### config.mk
export PLATFORM = sky130hd
export DESIGN_NAME = prog_loader
export DESIGN_NICKNAME = d
export VERILOG_FILES = /design/src/rtl/prog_loader.sv
export SDC_FILE = /design/constraint.sdc
export NUM_CORES = 1
export LEC_CHECK = 0
export BUFFER_PORTS_ARGS = -buffer_cell sky130_fd_sc_hd__clkbuf_2
export CORE_ASPECT_RATIO = 1.75
export CORE_MARGIN = 2
export CORE_UTILIZATION = 47
export DETAILED_ROUTE_END_ITERATION = 12
export GPL_TIMING_DRIVEN = 0
export PLACE_DENSITY = 0.68
export SYNTH_ARGS = -nofsm -noshare
export SYNTH_HDL_FRONTEND = slang
export SYNTH_SLANG_ARGS = --single-unit
export TNS_END_PERCENT = 10
### constraint.sdc
create_clock -name clk -period 6.6 [get_ports clk]
set_input_delay 1.32 -clock clk [delete_from_list [all_inputs] [get_ports clk]]
set_output_delay 1.32 -clock clk [all_outputs]
set_load 0.01 [all_outputs]
### src/rtl/prog_loader.sv
// prog_loader: assembles a byte-stream program image into instruction-memory words and holds the CPU until the image verifies
module prog_loader #(
  parameter int                ADDR_W    = 32,
  parameter int                MAX_WORDS = 1024,
  parameter logic [ADDR_W-1:0] BASE_ADDR = '0
) (
  input  logic              clk,
  input  logic              rst,
  input  logic              start_i,
  input  logic              in_valid_i,
  input  logic [7:0]        in_byte_i,
  output logic              in_ready_o,
  output logic              mem_w_o,
  output logic [ADDR_W-1:0] mem_addr_o,
  output logic [31:0]       mem_data_o,
  output logic              cpu_hold_o,
  output logic              done_o,
  output logic              err_o
);
  typedef enum logic [2:0] {IDLE, CNT_HI, CNT_LO, DATA, WRITE, CHECK, DONE, ERROR} state_t;
  state_t            state_q, state_d;
  logic [15:0]       cnt_q, cnt_d, idx_q, idx_d, hdr;
  logic [1:0]        bcnt_q, bcnt_d;
  logic [7:0]        chk_q, chk_d;
  logic [23:0]       sh_q, sh_d;
  logic [ADDR_W-1:0] addr_q, addr_d;
  logic [31:0]       data_q, data_d;
  logic              hold_q, xfer;
  assign in_ready_o = state_q inside {CNT_HI, CNT_LO, DATA, CHECK};
  assign xfer       = in_valid_i & in_ready_o;
  assign hdr        = {cnt_q[15:8], in_byte_i};
  assign mem_w_o    = state_q == WRITE;
  assign mem_addr_o = addr_q;
  assign mem_data_o = data_q;
  assign cpu_hold_o = hold_q;
  assign done_o     = state_q == DONE;
  assign err_o      = state_q == ERROR;
  // next-state: header parse, word assembly, running checksum and write address
  always_comb begin
    state_d = state_q;
    cnt_d   = cnt_q;
    idx_d   = idx_q;
    bcnt_d  = bcnt_q;
    chk_d   = chk_q;
    sh_d    = sh_q;
    addr_d  = addr_q;
    data_d  = data_q;
    case (state_q)
      IDLE, DONE, ERROR: if (start_i) begin
        state_d = CNT_HI;
        idx_d   = '0;
        bcnt_d  = '0;
        chk_d   = '0;
      end
      CNT_HI: if (xfer) begin
        cnt_d[15:8] = in_byte_i;
        state_d     = CNT_LO;
      end
      CNT_LO: if (xfer) begin
        cnt_d[7:0] = in_byte_i;
        state_d    = int'(hdr) > MAX_WORDS ? ERROR : hdr == 16'd0 ? CHECK : DATA;
      end
      DATA: if (xfer) begin
        sh_d   = {sh_q[15:0], in_byte_i};
        chk_d  = chk_q ^ in_byte_i;
        bcnt_d = bcnt_q + 2'd1;
        if (bcnt_q == 2'd3) begin
          state_d = WRITE;
          data_d  = {sh_q, in_byte_i};
          addr_d  = BASE_ADDR + ADDR_W'(idx_q);
        end
      end
      WRITE: begin
        idx_d   = idx_q + 16'd1;
        state_d = idx_q + 16'd1 == cnt_q ? CHECK : DATA;
      end
      CHECK: if (xfer) state_d = in_byte_i == chk_q ? DONE : ERROR;
      default: state_d = IDLE;
    endcase
  end
  // state and datapath registers; cpu_hold is registered from the next state so it never glitches
  always_ff @(posedge clk or posedge rst) begin
    if (rst) begin
      state_q <= IDLE;
      cnt_q   <= '0;
      idx_q   <= '0;
      bcnt_q  <= '0;
      chk_q   <= '0;
      sh_q    <= '0;
      addr_q  <= '0;
      data_q  <= '0;
      hold_q  <= 1'b1;
    end else begin
      state_q <= state_d;
      cnt_q   <= cnt_d;
      idx_q   <= idx_d;
      bcnt_q  <= bcnt_d;
      chk_q   <= chk_d;
      sh_q    <= sh_d;
      addr_q  <= addr_d;
      data_q  <= data_d;
      hold_q  <= state_d != DONE;
    end
  end
endmodule
[Word level (Yosys, flattened, before mapping)]
Cells that the tools add are included.
Storage, ports and cells
  input port bits: 12
  flip-flop bits (word level): 118
  logic and storage cells: 59
  output and inout bits: 69
Cells by class
  add/subtract/negate cells: 2
  order comparisons: 1
  bitwise logic cells: 2
  multiplexer cells: 19
  reduce and logical (&&, ||, !) cells: 12
  equal/unequal tests: 13
Operator list (number)
  one-hot mux 16 bit (2 select lines): 1
  2-to-1 mux 3 bit: 9
  one-hot mux 3 bit (6 select lines): 1
  adder 16 x 1 -> 16 bit, second input constant: 1
  equality test 16 bit: 1
  > comparator 16 x 11 -> 1 bit, second input constant: 1
  logical NOT 16 bit: 1
  2-to-1 mux 16 bit: 1
  2-to-1 mux 8 bit: 2
  one-hot mux 8 bit (2 select lines): 1
  equality test 3 bit, second input constant: 4
  equality test 8 bit: 1
  AND reduction 2 bit: 4
  bitwise XOR 8 bit: 1
  equality test 3 x 2 -> 1 bit, second input constant: 2
  AND reduction 3 bit: 2
  2-to-1 mux 2 bit: 2
  != test 2 bit, second input constant: 2
  one-hot mux 2 bit (2 select lines): 1
  nonzero test 2 bit: 2
  nonzero test 4 bit: 1
  equality test 3 x 1 -> 1 bit, second input constant: 1
  logical NOT 3 bit: 1
  != test 3 bit, second input constant: 1
  5 further kinds: 5

[Logic depth before layout (Yosys ltp)]
Gate-level depths: netlist of run 1.
  word-level depth: 6
  mapped depth: 8
  gate-level depth less buffers: 7

[Worst setup path after synthesis of run 1]
No wires, ideal clock.
  kind: input port to flip-flop
  start: in in_valid_i
  end: reg addr_q[0] (netlist: mem_addr_o[0])
  required time: 6.475 ns
  path buffers: 2
  path slack: 3.757 ns
  library setup time: 0.125 ns
  arrival time: 2.718 ns
  cell stages on the path: 6
  cells stage by stage: nand2_1 nor2_1 nand2_1 buf_1 clkbuf_1 mux2_2
On the way
  cells in the longest elaborated chain, start to end: 2
Ends and longest elaborated chain
  start, declared: RTL line 10  | input logic in_valid_i,
  AND 1 bit: RTL line 30  | assign xfer = in_valid_i & in_ready_o;
  AND reduction 3 bit (no source line)
  end signal, assigned: RTL line 100  | addr_q <= addr_d;
  end, declared: RTL line 26  | logic [ADDR_W-1:0] addr_q, addr_d;
No other way between the ends.
A chain may end at the register's enable or synchronous reset.

[Worst setup path after layout of run 1]
  start: reg state_q[0]
  end: out mem_w_o
On the way
  cells in the longest elaborated chain, start to end: 1
Ends and longest elaborated chain
  start, declared: RTL line 21  | state_t state_q, state_d;
  start signal, assigned: RTL line 94  | state_q <= state_d;
  equality test 3 bit: RTL line 32  | assign mem_w_o = state_q == WRITE;
  end, declared: RTL line 13  | output logic mem_w_o,
No other way between the ends.

==> results of run 1 <==
[per-layer routing]
layer / wire (um) / track usage, %
met5: 0 / 0
met4: 558 / 11.80
met3: 414 / 4.828
met2: 7492 / 40.19
met1: 5101 / 23.95
[through the flow]
step | cells | util [%] | hold slack [ns]
2_1_floorplan | 541 | - | 0.4418
3_3_place_gp | 740 | 53.07 | 0.4592
3_5_place_dp | 741 | 53.33 | 0.4621
4_1_cts | 772 | 59.06 | 0.4740
5_1_grt | 772 | 59.06 | 0.4871
6_report | 772 | 59.06 | 0.4696
[final cells by class]
type / count / area (um2)
tap: 135 / 168.9
clock inverter: 11 / 197.7
buffer: 46 / 254.0
timing repair buffer: 65 / 347.8
fill: 991 / 4741
sequential: 118 / 2954
clock buffer: 20 / 466.7
multi-input combinational: 371 / 2426
inverter: 6 / 25.02
[power breakdown]
group,internal (mW),switching (mW),total (mW)
clock network,0.699,0.335,1.03
logic,0.345,0.423,0.768
registers,0.949,0.184,1.13
[state kept, by name, indices dropped and copies added (netlist names)]
register and flops:
bcnt_q 2, cnt_q 16, idx_q 16, chk_q 8, mem_data_o 32, sh_q 24
cpu_hold_o 1, mem_addr_o 16, state_q 3
[path summary, 6_finish.rpt]
path,slack (ns),start,end,cells past startpoint
min,0.47,sh_q[23],sh_q[23],2
min reg2reg,0.47,sh_q[23],sh_q[23],2
max reg2reg,3.71,idx_q[10],state_q[1],7
max,3.13,state_q[0],mem_w_o,6
min in group asynchronous,1.05,rst,idx_q[9],2
max in group asynchronous,4.80,rst,bcnt_q[0],3
[worst max-delay path, stage by stage, from the launching register on]
cell,delay (ns)
dfrtp_1,0.37
clkbuf_1,0.21
nor2_1,0.23
nand2_1,0.11
inv_1,0.10
clkbuf_1,0.47
clkbuf_2,0.24
[Yosys cell counts, drive strengths merged (2+ instances only)]
| library cell | count | area share (%) |
|---|---|---|
| o21ai | 46 | 4.1 |
| or3 | 2 | 0.22 |
| dfrtp | 117 | 52 |
| nor3 | 2 | 0.18 |
| nor4 | 5 | 0.56 |
| clkbuf | 16 | 1.1 |
| nor2b | 3 | 0.34 |
| and2 | 5 | 0.58 |
| a22o | 2 | 0.31 |
| xor2 | 18 | 2.8 |
| and3 | 6 | 0.69 |
| mux2i | 3 | 0.54 |
| nand3 | 15 | 1.7 |
| o211ai | 2 | 0.27 |
| inv | 5 | 0.34 |
| ha | 2 | 0.45 |
| mux2 | 63 | 13 |
| o41ai | 2 | 0.31 |
| xnor2 | 12 | 1.9 |
| o31ai | 6 | 0.80 |
| or4 | 4 | 0.60 |
| buf | 30 | 3.5 |
| nand2 | 92 | 6.2 |
| a31oi | 4 | 0.45 |
| nor2 | 23 | 1.5 |
| a211oi | 2 | 0.27 |
| a21oi | 8 | 0.71 |
| nand2b | 7 | 0.78 |
| nand4 | 5 | 0.56 |
[cell usage in the layout, fill, tap and decap left out, types with 3 or more instances in the layout]
| cell | n |
|---|---|
| nor2_1 | 23 |
| and2_1 | 3 |
| nand2_1 | 92 |
| o21ai_0 | 44 |
| nor4_1 | 5 |
| nand2b_1 | 7 |
| conb_1 | 16 |
| xnor2_1 | 12 |
| a21oi_1 | 8 |
| mux2_2 | 63 |
| dfrtp_1 | 117 |
| and3_1 | 5 |
| nand3_1 | 13 |
| buf_2 | 8 |
| bufinv_16 | 5 |
| or4_1 | 3 |
| mux2i_1 | 3 |
| o31ai_1 | 6 |
| inv_1 | 4 |
| nand4_1 | 5 |
| clkbuf_8 | 3 |
| clkbuf_16 | 17 |
| clkbuf_1 | 16 |
| buf_1 | 4 |
| xor2_1 | 18 |
| clkinvlp_4 | 4 |
| clkbuf_2 | 64 |
| nor2b_1 | 3 |
| buf_4 | 17 |
| a31oi_1 | 4 |
[cell families (layout without fill, tap and decap cells)]
family                     Yosys count  count (layout)
adders and majority gates            2               2
muxes                               66              66
and+or+nand+nor                    174             174
other                                1              16
DFF                                118             118
buffers and inverters               52             148
xor gates and xnor gates            30              30
AOI/OAI and AO/OA                   83              83
==> impl_metrics.yaml, run 1 <==
route:
  vias: 4211
  ant_nets: 0
  drc: 0
  avgViaCountPerCell: 5.455
  post_drt_wl_per_cell_um: 17.57
  drt_wl_total_um: 13570
  drt_iter0_markers: 147
  drtPass1Iterations: 4
yosys:
  netlist_area_um2: 5600
  synth-simple-area-share_pct: 14.61
  avgSynthCellArea_um2: 10.65
  synth_top_family_by_area: "simple AND/OR/NAND/NOR gates"
  synth-adder-area-share_pct: 0.4468
  seq_area_frac_synth_pct: 52.75
  synth_cell_types: 58
  yosysWarnings: 0
  synth_flop_cell: "dfrtp_1"
  muxShareOfSynthArea_pct: 13.20
  async_reset_ff_share_pct: 100.0
  synth_edf_count: 0
  synth_xor_area_share_pct: 4.692
  ys_ff_latch: 118
  synthCells: 526
  synth_compound_area_share_pct: 9.294
placed_design:
  placedInstanceArea_um2: 6176
  dpl.hpwl_um: 9906
  routabilityCongestion: 0.8854
  port_buffers: 64
  pre_cts_slack_ns: 2.899
floorplanning:
  floorplan.initialDensity_pct: 48.36
  dieArea_um2: 12840
  die_w_um: 86.52
  io_pins: 81
  rows: 52
  die_h_um: 148.4
  core-area_um2: 11580
setup_path:
  cp-end-kind: "primary output"
  critPathMaxFanout: 10
  cp.required_ns: 5.28
  start_kind: "register"
  worstSetupPathType: "reg -> out"
  arrival_ns: 2.15
layout:
  syn_to_final_growth_pct: 22.14
  nets: 639
  final_cell_area_um2: 6840
  n_antenna_cell: 0
  final_layout_size_suffix_gt1_share_pct: 30.46
clock_network:
  cts_sinks: 118
  cts_tree: "yes"
  clockBufferDepth: 2
  clk_latency_ns: 0.41
  numCtsBuffers: 17
  htree_num_levels: 4
  post_cts_buffers: 0
  root_buffer: "clkbuf_16"
  cts_resized: 0
  clk_pin_slew_ns: 0.05
  postCtsHoldBufs: 0
global_routing:
  grt_pass1_vias: 4183
  antenna_found_initial: 0
  grt.total_usage_pct: 22.38
  grt_max_degree: 62
  overflow: 0
  grt_pass1_wl_um: 21800
sta:
  slew_violations: 0
  setup_ws_ns: 3.134
  skew_ns: 0.006900
  period_needed_ns: 3.466
  setup_tns_ns: 0
  slew_headroom_pct: 20.91
  hold_violations: 0
  worst_slew_pin_slew_ns: 1.177
  setup_viol: 0
  rsz0062_at_grt: "false"
  timing.final.crit_share_pct: 52.51
  max_freq_ghz: 0.2885
power:
  power_mw: 2.935
  pwr_density_cell_nw_per_um2: 429.0
  power.leakage_nw: 3.431
  vdd_drop_max_v: 0.0002977
run:
  max-cap-violations: 0
run_status:
  status: "complete, no violations"
min_path:
  hold_path_class: "reg -> reg"
No activity file was read; power rests on OpenSTA's default activity.
==> inputs of run 2 (changes only) <==
Clock period 6.6 ns to 3.4 ns, I/O delays scaled along.
==> run 2 against run 1 <==
Net effect: utilization fell by 0.61 points; hold slack got worse by 0.021 ns; sequential power rose by 95%; combinational power rose by 95%; worst setup slack got worse by 2.7 ns; global-route usage fell by 0.24 points.
==> impl_metrics.yaml, run 2 (synthesis results as in run 1) <==
setup_path:
  cpPeakStageDelay_ns: 0.92
  cp.required_ns: 3.69
  start_kind: "register"
  worstSetupPathType: "reg -> reg"
  critPathMaxFanout: 7
  cp-end-kind: "register"
  crit_chain: "buf_2, nand4_1, nor4_1, mux2i_1, o211ai_1, or4_1, a21bo_1"
  slowest_stage: "nor4_1"
  arrival_ns: 3.23
power:
  power.leakage_nw: 3.407
  power_mw: 5.470
  pwr_density_cell_nw_per_um2: 808.0
  vdd_drop_max_v: 0.0005005
placed_design:
  pre_cts_slack_ns: 0.3755
  dp_cells: 742
  routabilityCongestion: 0.9170
  placedInstanceArea_um2: 6190
  dpl.hpwl_um: 9636
  port_buffers: 64
run_status:
  status: "complete, no violations"
layout:
  final_cell_area_um2: 6770
  final_layout_size_suffix_gt1_share_pct: 29.94
  n_antenna_cell: 0
  nets: 640
  mostFrequentLayoutCells: "117 x dfrtp_1, 92 x nand2_1, 64 x clkbuf_2"
  largest_register_ffs: 32
  layout_commonest_cell: "dfrtp_1"
  postLayoutCoreUtil_pct: 58.46
  stdcell_count: 773
  syn_to_final_growth_pct: 20.89
clock_network:
  post_cts_buffers: 0
  htree_num_levels: 4
  numCtsBuffers: 17
  cts_sinks: 118
  root_buffer: "clkbuf_16"
  clk_latency_ns: 0.41
  clockBufferDepth: 2
  clk_pin_slew_ns: 0.05
  cts_resized: 0
  postCtsHoldBufs: 0
  cts_tree: "yes"
global_routing:
  grt_max_degree: 43
  grt_pass1_wl_um: 21760
  grt.total_usage_pct: 22.15
  overflow: 0
  antenna_found_initial: 0
  grt_pass1_vias: 4239
sta:
  timing.final.crit_share_pct: 86.28
  slew_headroom_pct: 15.26
  setup_viol: 0
  setup_ws_ns: 0.4664
  setup_tns_ns: 0
  worst_slew_pin_slew_ns: 1.261
  slew_violations: 0
  skew_ns: 0.005963
  max_freq_ghz: 0.3409
  period_needed_ns: 2.934
  hold_violations: 0
  rsz0062_at_grt: "false"
  fin_hold_ws_ns: 0.4491
route:
  drt_iter0_markers: 161
  drt_wl_total_um: 13250
  drtPass1Iterations: 4
  post_drt_wl_per_cell_um: 17.14
  vias: 4272
  drc: 0
  ant_nets: 0
  avgViaCountPerCell: 5.527
min_path:
  hold_path_class: "in -> async"
floorplanning:
  io_pins: 81
  die_w_um: 86.52
  rows: 52
  core-area_um2: 11580
  floorplan.initialDensity_pct: 48.36
  die_h_um: 148.4
  dieArea_um2: 12840
run:
  max-cap-violations: 0
==> run 2: layer usage <==
layer	routed length [um]	global-route usage [%]
met4	568	11.02
met3	473	5.161
met1	5093	24.46
met5	0	0
met2	7116	39.04
==> run 2: layout make-up <==
| type | instances | area (um2) |
|---|---|---|
| buffer | 46 | 254.0 |
| clock buffer | 22 | 454.2 |
| clock inverter | 9 | 126.4 |
| fill | 997 | 4811 |
| inverter | 6 | 26.28 |
| multi-input combinational | 371 | 2426 |
| sequential | 118 | 2954 |
| tap | 135 | 168.9 |
| timing repair buffer | 66 | 360.3 |
==> run 2: final timing paths <==
path / from / end / slack (ns) / cells after the start
max in group asynchronous: rst / cpu_hold_o / 1.90 / 4
worst max register to register: idx_q[10] / state_q[1] / 0.47 / 7
worst min register to register: mem_addr_o[11] / mem_addr_o[11] / 0.48 / 2
worst max-delay path: idx_q[10] / state_q[1] / 0.47 / 7
worst min-delay path: rst / mem_data_o[3] / 0.45 / 2
min in group clk: mem_addr_o[11] / mem_addr_o[11] / 0.48 / 2
==> run 2: critical path, delay by kind of cell, from the launching register on <==
| kind | cells | cell delay [ns] |
|---|---|---|
| and+or+nand+nor | 3 | 1.66 |
| AOI/OAI and AO/OA | 2 | 0.33 |
| muxes | 1 | 0.31 |
| buffers and inverters | 1 | 0.19 |
| DFF | 1 | 0.32 |
==> run 2: power by group <==
part	leakage [nW]	total [mW]	switching, mW	internal, mW
combinational	1.56	1.50	0.828	0.672
clock	0.284	1.77	0.611	1.16
sequential	1.56	2.20	0.354	1.84
